## config.mk

```make
export PLATFORM = sky130hd
export DESIGN_NAME = alu_issue_ctrl
export DESIGN_NICKNAME = d
export VERILOG_FILES = /design/src/rtl/alu_pkg.sv /design/src/rtl/alu_op_decode.sv /design/src/rtl/alu_issue_ctrl.sv
export SDC_FILE = /design/constraint.sdc
export NUM_CORES = 1
export LEC_CHECK = 0
export BUFFER_PORTS_ARGS = -buffer_cell sky130_fd_sc_hd__buf_4
export CORE_MARGIN = 2
export CORE_UTILIZATION = 50
export DETAILED_ROUTE_END_ITERATION = 10
export PLACE_DENSITY = 0.93
export SLEW_MARGIN = 0
export SYNTH_ARGS = -nofsm -noshare
export SYNTH_HDL_FRONTEND = slang
export SYNTH_SLANG_ARGS = --single-unit
```

## constraint.sdc

```tcl
create_clock -name clk -period 5.03 [get_ports clk]
set_input_delay 1.006 -clock clk [delete_from_list [all_inputs] [get_ports clk]]
set_output_delay 1.006 -clock clk [all_outputs]
set_load 0.05 [all_outputs]
```

## src/rtl/alu_pkg.sv

```systemverilog
// alu_pkg: constants shared by the ALU and its issue controller.
//   - instruction opcodes (OP and OPC forms, memory ops)
//   - ALUFN function codes driven onto the ALU
//   - OPC offset, issue-controller state encoding, decode record
//   - op_alufn(): maps an OP-form opcode to {legal, alufn}
package alu_pkg;

  localparam logic [5:0] OPC_OFFSET = 6'h10;

  // OP-form opcodes; the OPC form of each is opcode + OPC_OFFSET
  localparam logic [5:0] OP_ADD   = 6'h20;
  localparam logic [5:0] OP_SUB   = 6'h21;
  localparam logic [5:0] OP_MUL   = 6'h22;
  localparam logic [5:0] OP_CMPEQ = 6'h24;
  localparam logic [5:0] OP_CMPLT = 6'h25;
  localparam logic [5:0] OP_CMPLE = 6'h26;
  localparam logic [5:0] OP_AND   = 6'h28;
  localparam logic [5:0] OP_OR    = 6'h29;
  localparam logic [5:0] OP_XOR   = 6'h2A;
  localparam logic [5:0] OP_SHL   = 6'h2C;
  localparam logic [5:0] OP_SHR   = 6'h2D;
  localparam logic [5:0] OP_SRA   = 6'h2E;
  localparam logic [5:0] OP_LD    = 6'h18;
  localparam logic [5:0] OP_ST    = 6'h19;
  localparam logic [5:0] OP_LDR   = 6'h1F;

  localparam logic [5:0] ALUFN_ADD   = 6'h00;
  localparam logic [5:0] ALUFN_SUB   = 6'h01;
  localparam logic [5:0] ALUFN_MUL   = 6'h02;
  localparam logic [5:0] ALUFN_CMPEQ = 6'h33;
  localparam logic [5:0] ALUFN_CMPLT = 6'h35;
  localparam logic [5:0] ALUFN_CMPLE = 6'h37;
  localparam logic [5:0] ALUFN_AND   = 6'h18;
  localparam logic [5:0] ALUFN_OR    = 6'h1E;
  localparam logic [5:0] ALUFN_XOR   = 6'h16;
  localparam logic [5:0] ALUFN_SHL   = 6'h20;
  localparam logic [5:0] ALUFN_SHR   = 6'h21;
  localparam logic [5:0] ALUFN_SRA   = 6'h23;

  typedef enum logic [1:0] {
    ST_IDLE = 2'd0,
    ST_EXEC = 2'd1,
    ST_DONE = 2'd2
  } state_e;

  typedef struct packed {
    logic [5:0] alufn;
    logic       use_literal;
    logic       illegal;
  } decode_t;

  // Returns {legal, alufn} for an OP-form opcode (0x20..0x2F).
  function automatic logic [6:0] op_alufn(input logic [5:0] op);
    logic [6:0] res;
    res = {1'b0, ALUFN_ADD};
    case (op)
      OP_ADD:   res = {1'b1, ALUFN_ADD};
      OP_SUB:   res = {1'b1, ALUFN_SUB};
      OP_MUL:   res = {1'b1, ALUFN_MUL};
      OP_CMPEQ: res = {1'b1, ALUFN_CMPEQ};
      OP_CMPLT: res = {1'b1, ALUFN_CMPLT};
      OP_CMPLE: res = {1'b1, ALUFN_CMPLE};
      OP_AND:   res = {1'b1, ALUFN_AND};
      OP_OR:    res = {1'b1, ALUFN_OR};
      OP_XOR:   res = {1'b1, ALUFN_XOR};
      OP_SHL:   res = {1'b1, ALUFN_SHL};
      OP_SHR:   res = {1'b1, ALUFN_SHR};
      OP_SRA:   res = {1'b1, ALUFN_SRA};
      default:  res = {1'b0, ALUFN_ADD};
    endcase
    return res;
  endfunction

endpackage

```

## src/rtl/alu_op_decode.sv

```systemverilog
// alu_op_decode: combinational opcode decoder.
//   i_opcode  in  6  instruction opcode
//   o_dec     out    {alufn, use_literal, illegal}
module alu_op_decode
  import alu_pkg::*;
(
  input  logic [5:0] i_opcode,
  output decode_t    o_dec
);

  logic [6:0] w_lookup;

  // Opcodes 0x20..0x3F carry the OPC flag in bit 4; clearing it folds the
  // literal form onto its register form for the function lookup.
  assign w_lookup = op_alufn(i_opcode & ~OPC_OFFSET);

  always_comb begin
    o_dec.alufn       = ALUFN_ADD;
    o_dec.use_literal = 1'b0;
    o_dec.illegal     = 1'b1;
    if (i_opcode[5]) begin
      o_dec.alufn       = w_lookup[5:0];
      o_dec.use_literal = i_opcode[4];
      o_dec.illegal     = ~w_lookup[6];
    end else if (i_opcode == OP_LD || i_opcode == OP_ST || i_opcode == OP_LDR) begin
      // Memory ops compute an effective address: ra + sign-extended literal
      o_dec.alufn       = ALUFN_ADD;
      o_dec.use_literal = 1'b1;
      o_dec.illegal     = 1'b0;
    end
  end

endmodule

```

## src/rtl/alu_issue_ctrl.sv

```systemverilog
// alu_issue_ctrl: issues one decoded operation to the combinational ALU,
// holds its inputs for SETTLE_CYCLES, then captures result and flags.
//   clk, reset                   clock, synchronous active-high reset
//   in_valid/in_ready            operation handshake
//   in_opcode, in_ra, in_rb, in_lit  operation fields
//   alufn, alu_a, alu_b          registered ALU drive
//   alu_result, alu_z/v/n        ALU response
//   out_valid/out_ready          result handshake
//   out_result, out_z/v/n, out_illop  captured result
module alu_issue_ctrl
  import alu_pkg::*;
#(
  parameter int unsigned SETTLE_CYCLES = 2
) (
  input  logic        clk,
  input  logic        reset,
  input  logic        in_valid,
  output logic        in_ready,
  input  logic [5:0]  in_opcode,
  input  logic [31:0] in_ra,
  input  logic [31:0] in_rb,
  input  logic [15:0] in_lit,
  output logic [5:0]  alufn,
  output logic [31:0] alu_a,
  output logic [31:0] alu_b,
  input  logic [31:0] alu_result,
  input  logic        alu_z,
  input  logic        alu_v,
  input  logic        alu_n,
  output logic        out_valid,
  input  logic        out_ready,
  output logic [31:0] out_result,
  output logic        out_z,
  output logic        out_v,
  output logic        out_n,
  output logic        out_illop
);

  state_e      r_state;
  logic [3:0]  r_cnt;
  logic        r_illop_pend;
  logic [5:0]  r_alufn;
  logic [31:0] r_alu_a;
  logic [31:0] r_alu_b;
  logic [31:0] r_result;
  logic        r_z;
  logic        r_v;
  logic        r_n;
  logic        r_illop;

  decode_t     w_dec;
  logic [31:0] w_lit_sext;

  alu_op_decode u_decode (
    .i_opcode (in_opcode),
    .o_dec    (w_dec)
  );

  assign w_lit_sext = {{16{in_lit[15]}}, in_lit};

  always_ff @(posedge clk) begin
    if (reset) begin
      r_state      <= ST_IDLE;
      r_cnt        <= 4'd0;
      r_illop_pend <= 1'b0;
      r_alufn      <= ALUFN_ADD;
      r_alu_a      <= 32'd0;
      r_alu_b      <= 32'd0;
      r_result     <= 32'd0;
      r_z          <= 1'b0;
      r_v          <= 1'b0;
      r_n          <= 1'b0;
      r_illop      <= 1'b0;
    end else begin
      case (r_state)
        ST_IDLE: begin
          if (in_valid) begin
            r_state <= ST_EXEC;
            if (w_dec.illegal) begin
              // Illegal ops spend one EXEC cycle so the result appears one
              // edge after accept; the ALU drive keeps its previous values.
              r_illop_pend <= 1'b1;
              r_cnt        <= 4'd0;
            end else begin
              r_illop_pend <= 1'b0;
              r_cnt        <= 4'(SETTLE_CYCLES - 1);
              r_alufn      <= w_dec.alufn;
              r_alu_a      <= in_ra;
              r_alu_b      <= w_dec.use_literal ? w_lit_sext : in_rb;
            end
          end
        end
        ST_EXEC: begin
          if (r_cnt == 4'd0) begin
            r_state <= ST_DONE;
            if (r_illop_pend) begin
              r_result <= 32'd0;
              r_z      <= 1'b0;
              r_v      <= 1'b0;
              r_n      <= 1'b0;
              r_illop  <= 1'b1;
            end else begin
              r_result <= alu_result;
              r_z      <= alu_z;
              r_v      <= alu_v;
              r_n      <= alu_n;
              r_illop  <= 1'b0;
            end
          end else begin
            r_cnt <= r_cnt - 4'd1;
          end
        end
        ST_DONE: begin
          if (out_ready) begin
            r_state <= ST_IDLE;
          end
        end
        default: r_state <= ST_IDLE;
      endcase
    end
  end

  assign in_ready   = (r_state == ST_IDLE);
  assign out_valid  = (r_state == ST_DONE);
  assign alufn      = r_alufn;
  assign alu_a      = r_alu_a;
  assign alu_b      = r_alu_b;
  assign out_result = r_result;
  assign out_z      = r_z;
  assign out_v      = r_v;
  assign out_n      = r_n;
  assign out_illop  = r_illop;

endmodule

```

==> results_dict.tcl, run 1 <==
set metrics [dict create \
    status "finished, final reports clean" \
    grt_pass1_wl_mm 21.6 \
    ys_seq_area_frac 0.475 \
    drc 0 \
    max_freq_mhz 404 \
    insertedDiodeCount 0 \
    synth_area_leader_cell "dfxtp_1" \
    rows 35 \
    startpoint_type "input pin" \
    drv_slew 0 \
    hold_class "reg -> reg" \
    ios 233 \
    drive_gt1_frac 0.376 \
    antenna_found_initial 0 \
    wl_per_cell_um 16.0 \
    synthesis.area_um2 4760 \
    peakVddDrop_uv 268 \
    setup_violations 0 \
    htreeDepth 4 \
    worst_slew_pin_slew_ps 1190 \
    crit_chain "buf_4 > and4b_4 > a211oi_4 > buf_4 > nor2_2 > a211oi_1" \
    crit_top_cell "buf_4" \
    via_per_inst 5.47 \
    crit_buf_inv 2 \
    rsz0062_at_grt "no" \
    crit_family "compound AO/OA/AOI/OAI gates" \
    fin_worst_skew_ps 7.36 \
    fp.dieH_um 102 \
    grt_max_degree 114 \
    insertion_delay_ps 490 \
    synth.distinct_cells 41 \
    ctsResizeCount 0 \
    dp_cells 853 \
    synth_nets 671 \
    place_ws_ps 2050 \
    setup_slack_ps 2560 \
    drv_cap 0 \
    drt-initial-drc-count 219 \
    grt-ovfl-total 0 \
    die_width_um 102 \
    dp_hpwl_mm 9.88 \
    p_per_area_nw_per_um2 472 \
    num_vias 4838 \
    avgSynthCellArea_um2 8.75 \
    final.period_utilization 0.492 \
    fin_nets 870 \
    p_leak_nw 2.99 \
    numCtsBuffers 17 \
    fp.coreArea_um2 9240 \
    yosys.cell_count.top_type "dfxtp_1" \
    ys_seq_elements 113 \
    clk_path_buf_depth 2 \
    cts-root-buf "clkbuf_8" \
    synthArstFlopShare 0 \
    start_util 0.515 \
    critPathRequiredTime_ps 5430 \
    switching_share 0.368 \
    cpPeakStageDelay_ps 660 \
    hold_viol 0 \
    seq_power_share 0.330 \
    worstPathMaxFanout 22 \
    clockPowerShare 0.347 \
    die_area_um2 10300 \
    grt_use_total 0.264 \
    ctsHoldBuffers 0 \
    cts_tree "built" \
    arrival_ps 2870 \
    synth_area_leaders "dfxtp_1 (48%), a21oi_1 (12%), nand3b_1 (5.7%)" \
    p_comb_frac 0.324 \
    synth_flop_cell "dfxtp_1" \
    area_growth_pct 47.4 \
    clk_pin_slew_worst_paths_ps 60 \
    period_minus_slack_ps 2470 \
    grt_pass1_vias 4609 \
    cts_sinks 113 \
    yosysWarnings 0 \
    ys_top_cells_by_count "dfxtp_1 (113), a21oi_1 (111), nand2_1 (60)" \
    crit_slowest_cell "a211oi_4" \
    internal_power_mw 2.09 \
    routed_wl_mm 14.2 \
    cts_setup_buffers 0 \
    end_kind "register" \
    detail-route-antenna-nets 0 \
    yosysTopAreaCellShare 0.475 \
    fin_tns_setup_ps 0 \
    netlist_instances 544 \
    layout.cells.non_filler 885 \
    synth-edff-count 0 \
    path_class "in -> reg" \
    portBuffers 232 \
    gp_congestion 0.800 \
    max-slew-margin-rel 0.202 \
    dr.pass1.iters 4 \
    p_switching_mw 1.22 \
]
-- area by class of cell --
class	count	area (um2)
clock buffers	20	445
clock inverters	12	134
fillers	618	2230
inverters	5	18.8
multi-input cells	370	2220
flip-flops and latches	113	2260
well taps	129	161
repair buffers	236	1770
-- power groups by stage --
stage | sequential (mW) | combinational [mW] | clock (mW)
6_report | 1.09 | 1.07 | 1.15
5_1_grt | 1.10 | 1.14 | 1.21
4_1_cts | 1.09 | 1.07 | 1.16
3_5_place_dp | 1.11 | 1.07 | 0
3_3_place_gp | 1.10 | 1.04 | 0
2_1_floorplan | 1.43 | 0.425 | 0
-- worst register-to-register path, cell delays in order (launching register included) --
cell	delay (ps)
dfxtp_1	370
nor2_1	190
nand2_1	700
nor2_2	830
a211oi_1	160
-- registers in the layout, indices dropped and copies added, names as in the netlist, 2 cells and up --
signal      cells
alu_a          32
alu_b          32
out_result     32
alufn           6
r_cnt           4
r_state         2
-- layer usage --
layer | up-vias | share of wire | GRT usage | wire length (um)
met5 | - | 0 | 0 | 0
met4 | 0 | 0.028 | 0.111 | 393
met2 | 222 | 0.49 | 0.437 | 7000
li1 | 2344 | - | - | -
met1 | 2241 | 0.38 | 0.305 | 5460
met3 | 31 | 0.093 | 0.103 | 1320
-- kinds of logic after synthesis --
group / count (synthesis) / synth area share
fa+ha+maj: 2 / 0.00526
compound gates: 190 / 0.236
mux: 15 / 0.0316
buf+inv: 61 / 0.0626
simple gates: 159 / 0.182
xor+xnor: 4 / 0.00736
flops: 113 / 0.475
-- metrics by stage --
stage,cell area (um2),power (mW),utilization,hold WS [ps]
5_1_grt,7010,3.45,0.759,464
3_5_place_dp,6430,2.18,0.696,445
2_1_floorplan,4760,1.86,-,470
4_1_cts,7010,3.33,0.759,453
6_report,7010,3.31,0.759,452
3_3_place_gp,6430,2.15,0.696,438
-- path summary, 6_finish.rpt --
check	cells after the start	slack [ps]	endpoint	start
max	6	2560	alu_b[12]	in_opcode[2]
min	2	450	out_result[12]	out_result[12]
max reg2reg	4	2600	alu_b[12]	r_state[1]
min reg2reg	2	450	out_result[12]	out_result[12]
-- cell usage in the layout, fill, tap and decap left out, drive strengths merged, types with 5 or more instances in the layout --
master / count
clkinvlp: 5
a211oi: 33
o21ai: 38
nand3: 35
dfxtp: 113
nand3b: 36
mux2i: 15
inv: 6
buf: 236
clkbuf: 20
a21oi: 111
nand2: 60
Note: power is estimated with default switching activity, not from simulation.
==> run 2: changes to the inputs <==
- CORE_UTILIZATION: 50 -> 46
- PLACE_DENSITY: 0.93 -> 0.87
- clock period: 5.03 -> 2.6 ns (I/O delays scaled with it)
==> run 2 against run 1 <==
  * Die area is 8.3% higher
  * Critical path depth fell by 4
  * Register-to-register slack worse by 1900 ps
  * Combinational power rose by 97%
  * First-iteration DRC count rose by 62%
  * Worst hold slack lost 190 ps
  * Utilization shrank 6.5 points
  * Via count up 1.2%
  * Wire length is 0.44% higher
  * Sequential share of layout area is 0.24 points lower
  * Clock power increased by 83%
  * Critical path type is now reg -> out
==> results_dict.tcl, run 2 (synthesis results as in run 1) <==
set metrics [dict create \
    status "finished, final reports clean" \
    dp_hpwl_mm 10.1 \
    hold_viol 0 \
    ctsHoldBuffers 0 \
    grt_max_degree 61 \
    peakVddDrop_uv 436 \
    insertion_delay_ps 500 \
    fp.coreArea_um2 10200 \
    routed_wl_mm 14.2 \
    path_class "reg -> out" \
    portBuffers 232 \
    cts-root-buf "clkbuf_8" \
    layout_commonest_cell "buf_4" \
    final.period_utilization 0.742 \
    rsz0062_at_grt "no" \
    ctsResizeCount 0 \
    drive_gt1_frac 0.383 \
    mostFrequentLayoutCells "buf_4 (247), dfxtp_1 (113), a21oi_1 (111), nand2_1 (60), o21ai_0 (38)" \
    cts_setup_buffers 0 \
    p_per_area_nw_per_um2 895 \
    max-slew-margin-rel 0.398 \
    detail-route-antenna-nets 0 \
    clockPowerShare 0.332 \
    rows 37 \
    drv_slew 0 \
    cts_sinks 113 \
    use_met3 0.0804 \
    grt_use_total 0.252 \
    drt-initial-drc-count 354 \
    switching_share 0.363 \
    layout.cells.non_filler 899 \
    top_usage_layer "met2" \
    antenna_found_initial 0 \
    fin_worst_skew_ps 6.43 \
    setup_slack_ps 670 \
    die_width_um 106 \
    cts_tree "built" \
    postPlaceCellArea_um2 6530 \
    critPathRequiredTime_ps 2080 \
    via_per_inst 5.44 \
    clk_pin_slew_worst_paths_ps 50 \
    area_growth_pct 48.5 \
    drv_cap 0 \
    startpoint_type "register" \
    end_kind "output pin" \
    hold_class "in -> reg" \
    num_vias 4895 \
    htreeDepth 4 \
    p_comb_frac 0.333 \
    period_minus_slack_ps 1930 \
    grt-ovfl-total 0 \
    worst_slew_pin_slew_ps 901 \
    grt_pass1_wl_mm 22.6 \
    max_freq_mhz 518 \
    internal_power_mw 4.03 \
    dp_cells 871 \
    fin_tns_setup_ps 0 \
    setup_violations 0 \
    gr-usage-met2 0.412 \
    wl_per_cell_um 15.8 \
    place_ws_ps 407 \
    p_leak_nw 3.04 \
    gp_congestion 0.819 \
    drc 0 \
    p_switching_mw 2.30 \
    postLayoutCellArea_um2 7070 \
    clk_path_buf_depth 2 \
    use_met1 0.300 \
    start_util 0.467 \
    ios 233 \
    fp.dieH_um 106 \
    fin_nets 881 \
    die_area_um2 11200 \
    total_power_mw 6.33 \
    numCtsBuffers 17 \
    arrival_ps 1410 \
    worstPathMaxFanout 8 \
    dr.pass1.iters 5 \
    grt_pass1_vias 4698 \
    seq_power_share 0.334 \
    insertedDiodeCount 0 \
]
run 2: changes by cell type in the layout (fill, tap and decap cells not counted), sizes merged:
cell | previous run | this run
buf | 236 | 247
bufinv | 2 | 1
clkbuf | 20 | 22
clkinvlp | 5 | 1
inv | 6 | 5
run 2: layout make-up:
type                            instances  area (um2)
Fill cell                             778        3120
Timing Repair Buffer                  247        1850
Multi-Input combinational cell        370        2220
Inverter                                5        18.8
Clock buffer                           22         483
Clock inverter                          6        57.6
Tap cell                              136         170
Sequential cell                       113        2260
run 2: power groups by stage:
stage                     combinational (mW)  clock [mW]  sequential (mW)
final                                   2.11        2.10             2.12
after global routing                    2.26        2.22             2.14
after CTS                               2.11        2.14             2.11
after detailed placement                2.11           0             2.14
after global placement                  2.06           0             2.13
after floorplan                        0.822           0             2.77
run 2: routing by layer:
metal | up-vias | part of all wire
li1 | 2361 | -
met1 | 2284 | 0.40
met2 | 226 | 0.50
met3 | 24 | 0.083
met4 | 0 | 0.021
met5 | - | 0
run 2: final timing paths:
kind	start	endpoint	slack, ps	cells after the start
min	in_ra[3]	alu_a[3]	270	3
min reg2reg	out_z	out_z	450	2
max reg2reg	r_state[1]	alu_a[27]	730	5
max	r_state[1]	out_valid	670	2
run 2: metrics by stage:
stage / utilization / hold WS (ps)
after floorplan: - / 470
after global placement: 0.641 / 438
after detailed placement: 0.641 / 445
after CTS: 0.694 / 253
after global routing: 0.694 / 261
final: 0.694 / 266
run 2: worst max-delay path: stages, from the launching register on:
cell     delay (ps)
dfxtp_1         460
nor2b_1         220
buf_4           230
==> run 3: changes to the inputs <==
- ABC_AREA: not set -> 1
- CORE_UTILIZATION: 46 -> 47
- PLACE_DENSITY: 0.87 -> 0.88
- clock period: 2.6 -> 1.9 ns (I/O delays scaled with it)
==> run 3 against run 2 <==
  * Worst hold slack got worse by 170 ps
  * Flip-flop and latch count unchanged
  * First-iteration DRC count decreased by 14%
  * Synthesized cell count increased by 42%
  * Combinational power decreased by 4%
  * Sequential share of layout area decreased by 1.3 points
  * Design area increased by 4.1%
  * Clock power increased by 38%
==> results_dict.tcl, run 3 <==
set metrics [dict create \
    area_growth_pct 48.7 \
    cts_tree "built" \
    period_minus_slack_ps 1670 \
    grt_max_degree 83 \
    synth_xor_area_frac 0.00177 \
    place_ws_ps 270 \
    use_met1 0.281 \
    synth.distinct_cells 21 \
    utilization 0.716 \
    fp.coreArea_um2 10300 \
    p_per_area_nw_per_um2 1040 \
    die_area_um2 11400 \
    grt-ovfl-total 0 \
    holdWs_ps 98.6 \
    setup_violations 0 \
    ios 233 \
    grt_pass1_wl_mm 21.6 \
    postPlaceCellArea_um2 6800 \
    seq_area_um2 2260 \
    portBuffers 232 \
    insertion_delay_ps 500 \
    mostFrequentLayoutCells "nand2_1 (278), buf_4 (242), nor2_1 (147), dfxtp_1 (113), inv_1 (81)" \
    ys_seq_elements 113 \
    detail-route-antenna-nets 0 \
    wl_per_cell_um 11.6 \
    ys_seq_area_frac 0.457 \
    worstPathMaxFanout 2 \
    crit_path_start "r_state[1]" \
    synth_compound_area_frac 0.0461 \
    synthArstFlopShare 0 \
    yosysWarnings 0 \
    peakVddDrop_uv 550 \
    ctsHoldBuffers 0 \
    total_power_mw 7.63 \
    critPathRequiredTime_ps 1520 \
    hold_class "in -> reg" \
    ys_top_cells_by_count "nand2_1 (278), nor2_1 (148), dfxtp_1 (113)" \
    yosys.cell_count.top_type "nand2_1" \
    fillerInstances 897 \
    rrSetupSlack_ps 420 \
    postLayoutCellArea_um2 7350 \
    dp_cells 1109 \
    final.period_utilization 0.880 \
    netlist_instances 770 \
    multiInputGateArea_um2 2180 \
    min-delay-start "in_ra[0]" \
    worstRegToRegCells 7 \
    r2r-end "alu_a[5]" \
    setup_slack_ps 229 \
    drv_slew 0 \
    synth_nets 897 \
    max-slew-margin-rel 0.727 \
    die_width_um 107 \
    rsz0062_at_grt "no" \
    synth_area_leader_cell "dfxtp_1" \
    drc 0 \
    ctsResizeCount 0 \
    antenna_found_initial 0 \
    p_leak_nw 3.95 \
    gr-usage-met2 0.398 \
    rows 37 \
    use_met3 0.0498 \
    grt_use_total 0.233 \
    hold_viol 0 \
    endpoint "out_valid" \
    dp_hpwl_mm 9.39 \
    arrival_ps 1290 \
    num_vias 5230 \
    cts-root-buf "clkbuf_8" \
    r2r-start "r_state[1]" \
    drv_cap 0 \
    dr.pass1.iters 4 \
    layout.cells.non_filler 1139 \
    gp_congestion 0.829 \
    synth_flop_cell "dfxtp_1" \
    yosysTopAreaCellShare 0.457 \
    fin_tns_setup_ps 0 \
    worst_slew_pin_slew_ps 409 \
    startpoint_type "register" \
    drt-initial-drc-count 303 \
    routed_wl_mm 13.2 \
    cts_setup_buffers 0 \
    max_freq_mhz 598 \
    drive_gt1_frac 0.283 \
    insertedDiodeCount 0 \
    path_class "reg -> out" \
    clk_pin_slew_worst_paths_ps 60 \
    numCtsBuffers 17 \
    avgSynthCellArea_um2 6.42 \
    synth_area_leaders "dfxtp_1 (46%), nand2_1 (21%), nor2_1 (11%)" \
    synth.mux.area_fraction 0 \
    end_kind "output pin" \
    htreeDepth 4 \
    via_per_inst 4.59 \
    fin_nets 1119 \
    fin_worst_skew_ps 9.94 \
    clk_path_buf_depth 2 \
    synth-edff-count 0 \
    grt_pass1_vias 4789 \
    synthSimpleGateAreaFrac 0.388 \
    cts_sinks 113 \
    start_util 0.481 \
    synth_adder_area_share 0.00506 \
    synthesis.area_um2 4940 \
    synth_top_family_by_area "simple AND/OR/NAND/NOR gates" \
    status "finished, final reports clean" \
    fp.dieH_um 107 \
    layout_commonest_cell "nand2_1" \
    top_usage_layer "met2" \
]
-- run 3: cell type report --
type	count	share of cell area
Clock buffer	21	0.0638
Clock inverter	9	0.0114
Inverter	83	0.0424
Multi-Input combinational cell	532	0.297
Sequential cell	113	0.308
Tap cell	136	0.0231
Timing Repair Buffer	245	0.255
-- run 3: logic make-up after synthesis --
logic type | Yosys count
XOR/XNOR | 1
buffers and inverters | 125
AO/OA/AOI/OAI | 45
flip-flops | 113
AND/OR/NAND/NOR | 484
adder cells (fa/ha/maj) | 2
-- run 3: per-layer routing --
metal | up-vias | wire length [um]
li1 | 2757 | -
met1 | 2279 | 5540
met2 | 165 | 6470
met3 | 29 | 817
met4 | 0 | 390
met5 | - | 0
-- run 3: power breakdown --
group	switching, mW	internal (mW)	total (mW)
Clock	1.05	1.85	2.90
Sequential	0.112	2.59	2.70
Combinational	1.35	0.688	2.03
-- run 3: how the worst min path moves through the flow --
stage | endpoint | slack (ps) | cells after the start
after global routing | alu_a[3] | 90 | 3
after global placement | out_result[26] | 450 | 2
final | alu_a[0] | 100 | 3
after floorplan | r_cnt[3] | 470 | 2
after detailed placement | out_result[27] | 460 | 2
after CTS | alu_a[0] | 80 | 3
-- run 3: worst max-delay path: stages (launching register included) --
cell and delay, ps:
dfxtp_1 340, inv_1 60, nor2_1 160, buf_4 230
